===== src/rtl/tx_drain_pkg.sv =====
// rtl/tx_drain_pkg.sv - shared state type, framing constants and PID helper for tx_drain_ctrl
// TX_DRAIN_CRC16_EN adds the CRC_LO/CRC_HI states to state_t.
package tx_drain_pkg;

  localparam logic [7:0]  SYNC_BYTE  = 8'h80;
  localparam logic [15:0] CRC16_POLY = 16'h8005;
  localparam logic [15:0] CRC16_INIT = 16'hFFFF;

  typedef enum logic [2:0] {
    S_IDLE,
    S_SYNC,
    S_PID,
    S_DATA,
    S_EOP
`ifdef TX_DRAIN_CRC16_EN
    ,
    S_CRC_LO,
    S_CRC_HI
`endif
  } state_t;

  function automatic logic [7:0] pid_byte(input logic [3:0] pid);
    return {~pid, pid};
  endfunction

endpackage


===== src/rtl/tx_drain_ctrl_if.sv =====
// rtl/tx_drain_ctrl_if.sv - request, buffer-read and serializer signals of tx_drain_ctrl
// master is the controller side, slave is the surrounding buffer/serializer/requester.
interface tx_drain_ctrl_if #(
  parameter int LEN_W = 7
);
  logic             tx_start;
  logic [3:0]       tx_pid;
  logic [LEN_W-1:0] tx_len;
  logic             buf_empty;
  logic [7:0]       buf_rdata;
  logic             buf_r_enable;
  logic [7:0]       byte_out;
  logic             byte_valid;
  logic             byte_ack;
  logic             eop;
  logic             busy;
  logic             underrun;

  modport master (
    input  tx_start, tx_pid, tx_len, buf_empty, buf_rdata, byte_ack,
    output buf_r_enable, byte_out, byte_valid, eop, busy, underrun
  );

  modport slave (
    output tx_start, tx_pid, tx_len, buf_empty, buf_rdata, byte_ack,
    input  buf_r_enable, byte_out, byte_valid, eop, busy, underrun
  );
endinterface


===== src/rtl/tx_drain_ctrl_crc16.sv =====
// rtl/tx_drain_ctrl_crc16.sv - combinational CRC16 update for one byte, reflected, LSB first
// Built only when TX_DRAIN_CRC16_EN is defined.
`ifdef TX_DRAIN_CRC16_EN
module crc16_byte
  import tx_drain_pkg::*;
(
  input  logic [15:0] crc_i,
  input  logic [7:0]  data_i,
  output logic [15:0] crc_o
);
  logic [15:0] poly_rev;
  logic [15:0] crc;

  always_comb begin
    poly_rev = '0;
    for (int i = 0; i < 16; i++) begin
      poly_rev[i] = CRC16_POLY[15-i];
    end
    crc = crc_i ^ {8'h00, data_i};
    for (int b = 0; b < 8; b++) begin
      crc = crc[0] ? ((crc >> 1) ^ poly_rev) : (crc >> 1);
    end
    crc_o = crc;
  end
endmodule
`endif


===== src/rtl/tx_drain_ctrl.sv =====
// rtl/tx_drain_ctrl.sv - frames SYNC, PID, buffered payload and EOP for the byte serializer
// Define TX_DRAIN_CRC16_EN to append an inverted CRC16 (low byte first) after the payload.
module tx_drain_ctrl
  import tx_drain_pkg::*;
#(
  parameter int LEN_W            = 7,
  parameter int MAX_PKT          = 64,
  parameter int UNDERRUN_TIMEOUT = 16
) (
  input logic             clk,
  input logic             rst,
  tx_drain_ctrl_if.master bus
);
  localparam int                WAIT_W   = $clog2(UNDERRUN_TIMEOUT + 1);
  localparam logic [LEN_W-1:0]  MAX_LEN  = LEN_W'(MAX_PKT);
  localparam logic [WAIT_W-1:0] WAIT_MAX = WAIT_W'(UNDERRUN_TIMEOUT);
`ifdef TX_DRAIN_CRC16_EN
  localparam state_t AFTER_DATA = S_CRC_LO;
`else
  localparam state_t AFTER_DATA = S_EOP;
`endif

  state_t            state_q, state_d;
  logic [3:0]        pid_q, pid_d;
  logic [LEN_W-1:0]  len_q, len_d;
  logic [LEN_W-1:0]  cnt_q, cnt_d;
  logic [WAIT_W-1:0] wait_q, wait_d;
  logic              underrun_q, underrun_d;
  logic              byte_valid;
  logic [7:0]        byte_out;
  logic              pop;
  logic              eop;

`ifdef TX_DRAIN_CRC16_EN
  logic [15:0] crc_q, crc_d, crc_next;

  crc16_byte u_crc (
    .crc_i  (crc_q),
    .data_i (bus.buf_rdata),
    .crc_o  (crc_next)
  );
`endif

  always_comb begin
    state_d    = state_q;
    pid_d      = pid_q;
    len_d      = len_q;
    cnt_d      = cnt_q;
    wait_d     = '0;
    underrun_d = underrun_q;
    byte_valid = 1'b0;
    byte_out   = 8'h00;
    pop        = 1'b0;
    eop        = 1'b0;
`ifdef TX_DRAIN_CRC16_EN
    crc_d      = crc_q;
`endif
    case (state_q)
      S_IDLE: begin
        if (bus.tx_start) begin
          pid_d   = bus.tx_pid;
          len_d   = (bus.tx_len > MAX_LEN) ? MAX_LEN : bus.tx_len;
          cnt_d   = '0;
`ifdef TX_DRAIN_CRC16_EN
          crc_d   = CRC16_INIT;
`endif
          state_d = S_SYNC;
        end
      end
      S_SYNC: begin
        byte_valid = 1'b1;
        byte_out   = SYNC_BYTE;
        if (bus.byte_ack) state_d = S_PID;
      end
      S_PID: begin
        byte_valid = 1'b1;
        byte_out   = pid_byte(pid_q);
        if (bus.byte_ack) state_d = (len_q == '0) ? AFTER_DATA : S_DATA;
      end
      S_DATA: begin
        if (!bus.buf_empty) begin
          byte_valid = 1'b1;
          byte_out   = bus.buf_rdata;
          // Pop in the transfer cycle: the FWFT head advances exactly when the serializer takes it.
          if (bus.byte_ack) begin
            pop   = 1'b1;
            cnt_d = cnt_q + 1'b1;
`ifdef TX_DRAIN_CRC16_EN
            crc_d = crc_next;
`endif
            if (cnt_q == len_q - 1'b1) state_d = AFTER_DATA;
          end
        end else begin
          wait_d = wait_q + 1'b1;
          if (wait_d == WAIT_MAX) begin
            underrun_d = 1'b1;
            state_d    = S_EOP;
          end
        end
      end
`ifdef TX_DRAIN_CRC16_EN
      S_CRC_LO: begin
        byte_valid = 1'b1;
        byte_out   = ~crc_q[7:0];
        if (bus.byte_ack) state_d = S_CRC_HI;
      end
      S_CRC_HI: begin
        byte_valid = 1'b1;
        byte_out   = ~crc_q[15:8];
        if (bus.byte_ack) state_d = S_EOP;
      end
`endif
      S_EOP: begin
        eop     = 1'b1;
        state_d = S_IDLE;
      end
      default: state_d = S_IDLE;
    endcase
  end

  always_ff @(posedge clk) begin
    if (rst) begin
      state_q    <= S_IDLE;
      pid_q      <= '0;
      len_q      <= '0;
      cnt_q      <= '0;
      wait_q     <= '0;
      underrun_q <= 1'b0;
`ifdef TX_DRAIN_CRC16_EN
      crc_q      <= '0;
`endif
    end else begin
      state_q    <= state_d;
      pid_q      <= pid_d;
      len_q      <= len_d;
      cnt_q      <= cnt_d;
      wait_q     <= wait_d;
      underrun_q <= underrun_d;
`ifdef TX_DRAIN_CRC16_EN
      crc_q      <= crc_d;
`endif
    end
  end

  // The buffer would otherwise pop on the same edge that resets the framer.
  assign bus.buf_r_enable = pop && !rst;
  assign bus.byte_valid   = byte_valid;
  assign bus.byte_out     = byte_out;
  assign bus.eop          = eop;
  assign bus.busy         = (state_q != S_IDLE);
  assign bus.underrun     = underrun_q;

endmodule


===== src/flat_wrapper.sv =====
// flat-port wrapper written by rule: the top's interface ports become plain ports
module tx_drain_ctrl_flat import tx_drain_pkg::*;
#(
  parameter int LEN_W            = 7,
  parameter int MAX_PKT          = 64,
  parameter int UNDERRUN_TIMEOUT = 16
)
  (clk, rst, bus_tx_start, bus_tx_pid, bus_tx_len, bus_buf_empty, bus_buf_rdata, bus_byte_ack, bus_buf_r_enable, bus_byte_out, bus_byte_valid, bus_eop, bus_busy, bus_underrun);
  tx_drain_ctrl_if #(.LEN_W(LEN_W)) bus_i ();
  input logic clk;
  input logic rst;
  input wire logic [$bits(bus_i.tx_start)-1:0] bus_tx_start;
  input wire logic [$bits(bus_i.tx_pid)-1:0] bus_tx_pid;
  input wire logic [$bits(bus_i.tx_len)-1:0] bus_tx_len;
  input wire logic [$bits(bus_i.buf_empty)-1:0] bus_buf_empty;
  input wire logic [$bits(bus_i.buf_rdata)-1:0] bus_buf_rdata;
  input wire logic [$bits(bus_i.byte_ack)-1:0] bus_byte_ack;
  output wire logic [$bits(bus_i.buf_r_enable)-1:0] bus_buf_r_enable;
  output wire logic [$bits(bus_i.byte_out)-1:0] bus_byte_out;
  output wire logic [$bits(bus_i.byte_valid)-1:0] bus_byte_valid;
  output wire logic [$bits(bus_i.eop)-1:0] bus_eop;
  output wire logic [$bits(bus_i.busy)-1:0] bus_busy;
  output wire logic [$bits(bus_i.underrun)-1:0] bus_underrun;
  assign bus_i.tx_start = bus_tx_start;
  assign bus_i.tx_pid = bus_tx_pid;
  assign bus_i.tx_len = bus_tx_len;
  assign bus_i.buf_empty = bus_buf_empty;
  assign bus_i.buf_rdata = bus_buf_rdata;
  assign bus_i.byte_ack = bus_byte_ack;
  assign bus_buf_r_enable = bus_i.buf_r_enable;
  assign bus_byte_out = bus_i.byte_out;
  assign bus_byte_valid = bus_i.byte_valid;
  assign bus_eop = bus_i.eop;
  assign bus_busy = bus_i.busy;
  assign bus_underrun = bus_i.underrun;
  tx_drain_ctrl #(.LEN_W(LEN_W), .MAX_PKT(MAX_PKT), .UNDERRUN_TIMEOUT(UNDERRUN_TIMEOUT)) u_core (.clk(clk), .rst(rst), .bus(bus_i));
endmodule

===== config.mk =====
export PLATFORM = sky130hd
export DESIGN_NAME = tx_drain_ctrl_flat
export DESIGN_NICKNAME = d
export VERILOG_FILES = /design/src/rtl/tx_drain_pkg.sv /design/src/rtl/tx_drain_ctrl_if.sv /design/src/rtl/tx_drain_ctrl_crc16.sv /design/src/rtl/tx_drain_ctrl.sv /design/src/flat_wrapper.sv
export SDC_FILE = /design/constraint.sdc
export NUM_CORES = 1
export LEC_CHECK = 0
export BUFFER_PORTS_ARGS = -buffer_cell sky130_fd_sc_hd__buf_2
export CAP_MARGIN = 20
export CORE_ASPECT_RATIO = 0.9
export CORE_MARGIN = 2
export CORE_UTILIZATION = 33
export CTS_CLUSTER_SIZE = 24
export DETAILED_ROUTE_END_ITERATION = 6
export PLACE_DENSITY = 0.51
export SLEW_MARGIN = 20
export SYNTH_ARGS = -nofsm -noshare
export SYNTH_HDL_FRONTEND = slang
export SYNTH_SLANG_ARGS = --single-unit

===== constraint.sdc =====
create_clock -name clk -period 2.75 [get_ports clk]
set_clock_uncertainty 0.15 [all_clocks]
set_input_delay 0.275 -clock clk [delete_from_list [all_inputs] [get_ports clk]]
set_output_delay 0.275 -clock clk [all_outputs]
set_load 0.01 [all_outputs]

== Yosys cells after proc, flatten, opt, wreduce, memory -nomap -nowiden ==
Index checks and enable logic that the tools add are counted.
Storage, ports and cells
  input bits: 24
  bits in registers: 27
  logic and storage cells: 61
Operators by class
  multiplexer cells: 22
  $lt $le $gt $ge: 1
  add/sub/neg operators: 3
  bitwise operators: 3
  eq/ne operators: 14
  reductions and logical operators: 12
Operators by type and width (count)
  $mux 7: 4
  $mux 3: 8
  $pmux 8 s3: 1
  $pmux 7 s2: 1
  $pmux 3 s4: 1
  $ne 2x2->1 const B: 5
  $mux 8: 1
  $add 7x1->7 const B: 1
  $eq 7x7->1: 1
  $gt 7x7->1 const B: 1
  $logic_not 7->1: 1
  $sub 7x1->7 const B: 1
  $eq 3x2->1 const B: 2
  $ne 3x2->1 const B: 2
  $reduce_and 6->1: 1
  $add 5x1->5 const B: 1
  $eq 5x5->1 const B: 1
  $mux 1: 5
  $not 4->4: 1
  $reduce_and 4->1: 1
  $eq 3x1->1 const B: 1
  $eq 3x3->1 const B: 1
  $logic_not 3->1: 1
  $ne 3x3->1 const B: 1
  10 further kinds: 11

== Longest topological paths before layout ==
Gate-level depths: netlist (run 1).
  depth in word-level cells: 6
  depth in mapped cells: 8

== Least setup slack after synthesis (run 1) ==
Ideal clock, no wire load.
  kind: flip-flop to flip-flop
  from: reg u_core.len_q[0]
  to: reg u_core.state_q[2]
  stages on the path, launching flop included: 9
  arrival: 1.745 ns
  library setup time: 0.088 ns
  path slack: 0.768 ns
  path buffers: 0
  path through: dfxtp_1 -> inv_1 -> ha_1 -> xnor2_1 -> a211oi_1 -> o2111ai_1 -> o311ai_2 -> nand2_2 -> nor4_2
Between the ends
  longest elaborated chain between the ends: 4
  elaborated cells between the ends (all ways): 8
  those cells by class: 1 x add/sub; 2 x eq/ne; 3 x mux; 2 x reduce/logical
Ends and longest elaborated chain
  start, declared: line tx_drain_ctrl.sv:25  | logic [LEN_W-1:0] len_q, len_d;
  start signal, assigned: line tx_drain_ctrl.sv:135  | len_q <= len_d;
  $sub 7x1->7 or $logic_not 7->1 (tied branches): line tx_drain_ctrl.sv:91, tx_drain_ctrl.sv:78
  $eq 7x7->1 or $mux 3 (tied branches): line tx_drain_ctrl.sv:91, tx_drain_ctrl.sv:78
  $ne 3x2->1 (no source line) or $mux 3 (tied branches)
  $reduce_and 6->1 (no source line) or $pmux 3 s4 (tied branches)
  end signal, assigned: line tx_drain_ctrl.sv:133  | state_q <= state_d;
  end, declared: line tx_drain_ctrl.sv:23  | state_t state_q, state_d;
Several ways; a longest one is shown, not always the timed one. The select of a mux whose other input is x is not followed.
A chain may end at the register's enable or synchronous reset.

== Worst setup path after layout (run 1) ==
  from: reg u_core.state_q[0]
  to: out bus_buf_r_enable
Between the ends
  longest elaborated chain between the ends: 3
Ends and longest elaborated chain
  $eq 3x2->1: line tx_drain_ctrl.sv:58  | case (state_q)
  $mux 1: line tx_drain_ctrl.sv:58
  $logic_and 1x1->1: line tx_drain_ctrl.sv:146  | assign bus.buf_r_enable = pop && !rst;
  end, declared: line flat_wrapper.sv:18  | output wire logic [$bits(bus_i.buf_r_enable)-1:0] bus_buf_r_enable;
Every way passes these cells.

==> qor.yml, run 1 <==
status: "completed"
grt_use_total_pct: 13.11
synthTopCellsByArea: "dfxtp_1, nor2_1, a21oi_1"
ctsHoldBuffers: 0
dr.pass1.iters: 4
portBuffers: 36
die_h_um: 69.50
synthArstFlopShare_pct: 0
rows: 23
p_per_area_mw_per_mm2: 636.6
max_freq_mhz: 448.1
drc: 0
die_width_um: 76.77
cp.arrival_ns: 1.81
holdPathStages: 3
yosysTopAreaCell: "dfxtp_1"
power_uw: 1175
hp-start: "bus_tx_pid[1]"
antenna_found_initial: 0
ios: 37
num_vias: 1379
cts_tree: "yes"
die-area_sq_mm: 0.005335
h-tree-depth: 1
grt_max_degree: 22
grt_pass1_vias: 1292
num_antenna_cells: 0
rsz0062_at_grt: "no"
fill_cells: 488
syn_nets: 227
avgSynthCellArea_sq_um: 7.943
synth.cell_area_sq_mm: 0.001573
vias_per_cell: 4.723
dominantRegCellSynth: "dfxtp_1"
regArea_sq_um: 540.5
worstMarginPinSlew_ns: 0.6563
drt_wl_total_um: 3459
maxCapViolations: 0
slew_violations: 0
seq_area_frac_synth_pct: 34.37
start_util_pct: 34.81
min_to: "u_core.pid_q[1]"
design.core.area_sq_mm: 0.004518
numClockSinks: 27
cts_resized: 0
cts_buffer_depth: 2
min_period_over_period_pct: 81.16
fin_setup_tns_ns: 0
grt_pass1_wl_um: 5816
ys_warn_count: 0
drt_iter0_drc: 56
rrSetupSlack_ns: 0.60
clk_pin_slew_ns: 0.09
synth_top_area_share_pct: 34.37
numCtsBuffers: 3
hold_violations: 0
grt-ovfl-total: 0
synthCells: 198
end_kind: "primary output"
reg2reg_to: "u_core.state_q[2]"
critPathLaunchType: "register"
rr_startpoint: "u_core.len_q[0]"
max_slew_margin_pct: 56.19
hp-class: "in -> reg"
syn2layout_area_growth_pct: 17.34
period_minus_slack_ns: 2.232
wl_per_cell_um: 11.85
root_buffer: "clkbuf_8"
antenna_violating_nets_post_route: 0
ff2ff_path_depth: 8
worstPathRequired_ns: 2.33
ir_worst_vdd_uv: 266.0
path_max_fanout: 20
dpl.hpwl_um: 2557
synth-edff-count: 0
clk_latency_ns: 0.27
drive_gt1_share_pct: 20.87
ys_ff_latch: 27
setup_viol: 0
path_class: "reg -> out"
postCtsSetupRepairBufs: 0
multiInputGateArea_sq_um: 964.7
finalNetCount: 260
leakage_uw: 0.0007516
synthDistinctLibCells: 46
place.gp.congestion: 0.7873
-- power breakdown --
| part | switching, uW | total (uW) | internal (uW) |
|---|---|---|---|
| combinational | 257 | 460 | 203 |
| clock | 120 | 223 | 104 |
| sequential | 66.4 | 492 | 425 |
-- stage by stage --
step	utilization, %	hold slack [ns]	std cells	setup slack [ns]	instance area, sq um
2_1_floorplan	-	0.2610	198	0.7676	1573
4_1_cts	40.85	0.07799	292	0.5206	1846
6_report	40.85	0.08851	292	0.5182	1846
3_5_place_dp	39.85	0.3109	288	0.5958	1800
5_1_grt	40.85	0.07920	292	0.3624	1846
3_3_place_gp	39.85	0.3031	288	0.6474	1800
-- layout make-up --
| type | instances | share of cell area, % |
|---|---|---|
| timing repair buffer | 38 | 10.58 |
| clock buffer | 4 | 2.441 |
| sequential | 27 | 29.29 |
| multi-input combinational | 155 | 52.27 |
| inverter | 6 | 1.220 |
| tap | 62 | 4.203 |
-- worst max-delay path by stage --
| stage | start | endpoint | slack, ns | cells after the start |
|---|---|---|---|---|
| after detailed placement | u_core.len_q[0] | u_core.state_q[2] | 0.60 | 8 |
| after CTS | u_core.state_q[0] | bus_buf_r_enable | 0.52 | 5 |
| after global routing | u_core.len_q[0] | u_core.state_q[2] | 0.36 | 8 |
| final | u_core.state_q[0] | bus_buf_r_enable | 0.52 | 5 |
| after floorplan | u_core.len_q[0] | u_core.state_q[2] | 0.77 | 8 |
| after global placement | u_core.len_q[0] | u_core.state_q[2] | 0.65 | 8 |
-- placed cells by master (no fill, tap or decap), types with 2 or more instances in the layout --
cell type | synthesis | final
clkbuf_8 | 0 | 3
dfxtp_1 | 27 | 27
and4b_1 | 2 | 2
buf_4 | 0 | 2
nor2_1 | 32 | 32
xnor2_1 | 10 | 10
nor3_1 | 2 | 2
o21ai_0 | 2 | 2
nand4b_1 | 2 | 2
nand3b_1 | 7 | 7
and3_1 | 2 | 2
a21oi_1 | 21 | 21
xor2_1 | 7 | 7
inv_1 | 6 | 6
a31oi_1 | 2 | 2
buf_2 | 0 | 36
nor2b_1 | 6 | 6
nand2b_1 | 3 | 3
nand2_1 | 18 | 18
ha_1 | 5 | 5
nand3_1 | 8 | 8
mux2i_1 | 2 | 2
-- metal layers --
| metal | track usage [%] | vias up | wire length (um) |
|---|---|---|---|
| met3 | 3.385 | 2 | 125 |
| met4 | 2.424 | 0 | 17 |
| met5 | 0 | - | 0 |
| met2 | 21.25 | 26 | 1409 |
| li1 | - | 747 | - |
| met1 | 17.68 | 604 | 1908 |
-- synth_stat cells (2+ instances only) --
master and number:
o21ai_0 2, a31oi_1 2, nand2b_1 3, xnor2_1 10
nor2b_1 6, and4b_1 2, nand4b_1 2, nor3_1 2
nand3b_1 7, a21oi_1 21, xor2_1 7, nand2_1 18
dfxtp_1 27, nor2_1 32, inv_1 6, mux2i_1 2
nand3_1 8, clkbuf_1 8, ha_1 5, and3_1 2
-- worst max-delay path, stage by stage (launching register included) --
cell,delay [ns]
dfxtp_1,0.75
nor2b_1,0.24
buf_4,0.20
nand3_1,0.11
nor2_1,0.09
buf_2,0.14
-- cell families after synthesis --
kind of cell | count (synthesis) | share of synthesized area [%]
simple gates | 93 | 31.27
compound gates | 38 | 15.36
flops | 27 | 34.37
xor+xnor | 17 | 9.467
buf+inv | 16 | 4.296
fa+ha+maj | 5 | 3.978
mux | 2 | 1.273
-- flip-flops by register name, indices dropped and copies added, names as in the netlist --
register and cells:
u_core.bus.underrun 1, u_core.cnt_q 7, u_core.len_q 7, u_core.pid_q 4, u_core.state_q 3, u_core.wait_q 5
No activity file was read; power rests on OpenSTA's default activity.
==> run 2: changes to the inputs <==
- clock period: 2.75 -> 2.31 ns (I/O delays scaled with it)
==> run 2 against run 1 <==
Compared with the run above: combinational power increased by 26%; sequential power grew 16%; die area stayed put; flip-flop and latch count unchanged; non-clock buffer count is 2 higher; sequential share of layout area fell by 0.19 points; count of clock-buffer cells in the layout unchanged; power is 21% higher; design area is 0.88% higher; cell count up 0.68%; highest routed layer unchanged.
==> qor.yml, run 2 (synthesized netlist as in run 1, its figures left out) <==
status: "completed"
critPathLaunchType: "register"
rr_startpoint: "u_core.len_q[1]"
grt_use_total_pct: 13.79
slew_violations: 0
wl_per_cell_um: 11.66
dpl.hpwl_um: 2546
place.gp.congestion: 0.7877
antenna_found_initial: 0
vias_per_cell: 4.670
h-tree-depth: 1
dr.pass1.iters: 5
num_antenna_cells: 0
hp-start: "bus_tx_pid[0]"
syn2layout_area_growth_pct: 18.38
grt-ovfl-total: 0
start_util_pct: 34.81
max_freq_mhz: 477.2
rows: 23
p_per_area_mw_per_mm2: 762.3
post-route-util_pct: 41.21
final_cell_mix: "buf_2, nor2_1, dfxtp_1, a21oi_1, nand2_1"
drive_gt1_share_pct: 21.98
path_class: "reg -> reg"
path_cells: "inv_1 > ha_1 > xnor2_1 > a211oi_1 > o2111ai_1 > o311ai_2 > nand2_2 > nor4_2"
drt_wl_total_um: 3427
numClockSinks: 27
cp.arrival_ns: 2.13
reg_top3: "u_core.cnt_q: 7 flops, u_core.len_q: 7 flops, u_core.wait_q: 5 flops"
ir_worst_vdd_uv: 375.6
cts_tree: "yes"
setup_viol: 0
cp_slowest_cell: "dfxtp_1"
hold_violations: 0
grt_pass1_wl_um: 6023
cts_buffer_depth: 2
leakage_uw: 0.0007641
grt_max_degree: 22
hp-class: "in -> reg"
rsz0062_at_grt: "no"
period_minus_slack_ns: 2.095
min_period_over_period_pct: 90.71
path_max_fanout: 5
num_vias: 1373
finalNetCount: 262
portBuffers: 36
drc: 0
die_width_um: 76.77
die_h_um: 69.50
holdPathStages: 3
max_slew_margin_pct: 71.42
die-area_sq_mm: 0.005335
antenna_violating_nets_post_route: 0
worstPathRequired_ns: 2.35
worstMarginPinSlew_ns: 0.4248
clk_pin_slew_ns: 0.09
grt_pass1_vias: 1269
postCtsSetupRepairBufs: 0
whs_ns: 0.03911
placed_area_sq_mm: 0.001815
layout_commonest_cell: "buf_2"
clk_latency_ns: 0.27
slowest_delay_ns: 0.40
ff2ff_path_depth: 8
design.core.area_sq_mm: 0.004518
cp-startpoint: "u_core.len_q[1]"
drt_iter0_drc: 24
fin_setup_tns_ns: 0
design_area_sq_mm: 0.001862
maxCapViolations: 0
ios: 37
end_kind: "register"
root_buffer: "clkbuf_8"
numCtsBuffers: 3
[run 2: worst max-delay path: cells and delay by family, from the launching register on]
| kind | cells | cell delay (ns) |
|---|---|---|
| DFF | 1 | 0.40 |
| and+or+nand+nor | 2 | 0.34 |
| buffers and inverters | 1 | 0.08 |
| xor gates and xnor gates | 1 | 0.14 |
| adders and majority gates | 1 | 0.24 |
| AOI/OAI and AO/OA | 3 | 0.67 |
[run 2: final cells by class]
cell class,instances,area (sq um)
clock buffer,4,45.04
multi-input combinational,155,964.7
sequential,27,541.8
tap,62,77.57
inverter,6,22.52
fill,478,2656
timing repair buffer,40,210.2
[run 2: what timing repair did]
action / CTS / global route
hold buffers: 0 / 0
setup endpoints to repair: 0 / 1
resized for setup: 0 / 2
[run 2: power by group]
group / total (uW) / switching, uW / internal [uW]
Combinational: 580 / 329 / 252
Sequential: 570 / 63.1 / 507
Clock: 269 / 146 / 124
[run 2: final timing paths]
check                 endpoint  slack (ns)
max          u_core.state_q[2]        0.21
min            u_core.pid_q[0]        0.04
max reg2reg  u_core.state_q[2]        0.21
min reg2reg    u_core.pid_q[0]        0.32
[run 2: through the flow]
step	cells	worst slack [ns]	total power (uW)
floorplan	198	0.3276	995.4
global placement	290	0.2295	1176
detailed placement	290	0.1668	1172
CTS	294	0.1496	1447
global route	294	0.01041	1543
finish	294	0.2146	1419
[run 2: metal layers]
layer  vias to the layer above  wire (um)  global-route usage [%]  share of wire, %
met2                        29       1441                   20.66                42
met4                         0         25                   3.030              0.73
met1                       600       1803                   19.65                53
met5                         -          0                       0                 0
met3                         2        156                   3.776               4.6
li1                        742          -                       -                 -
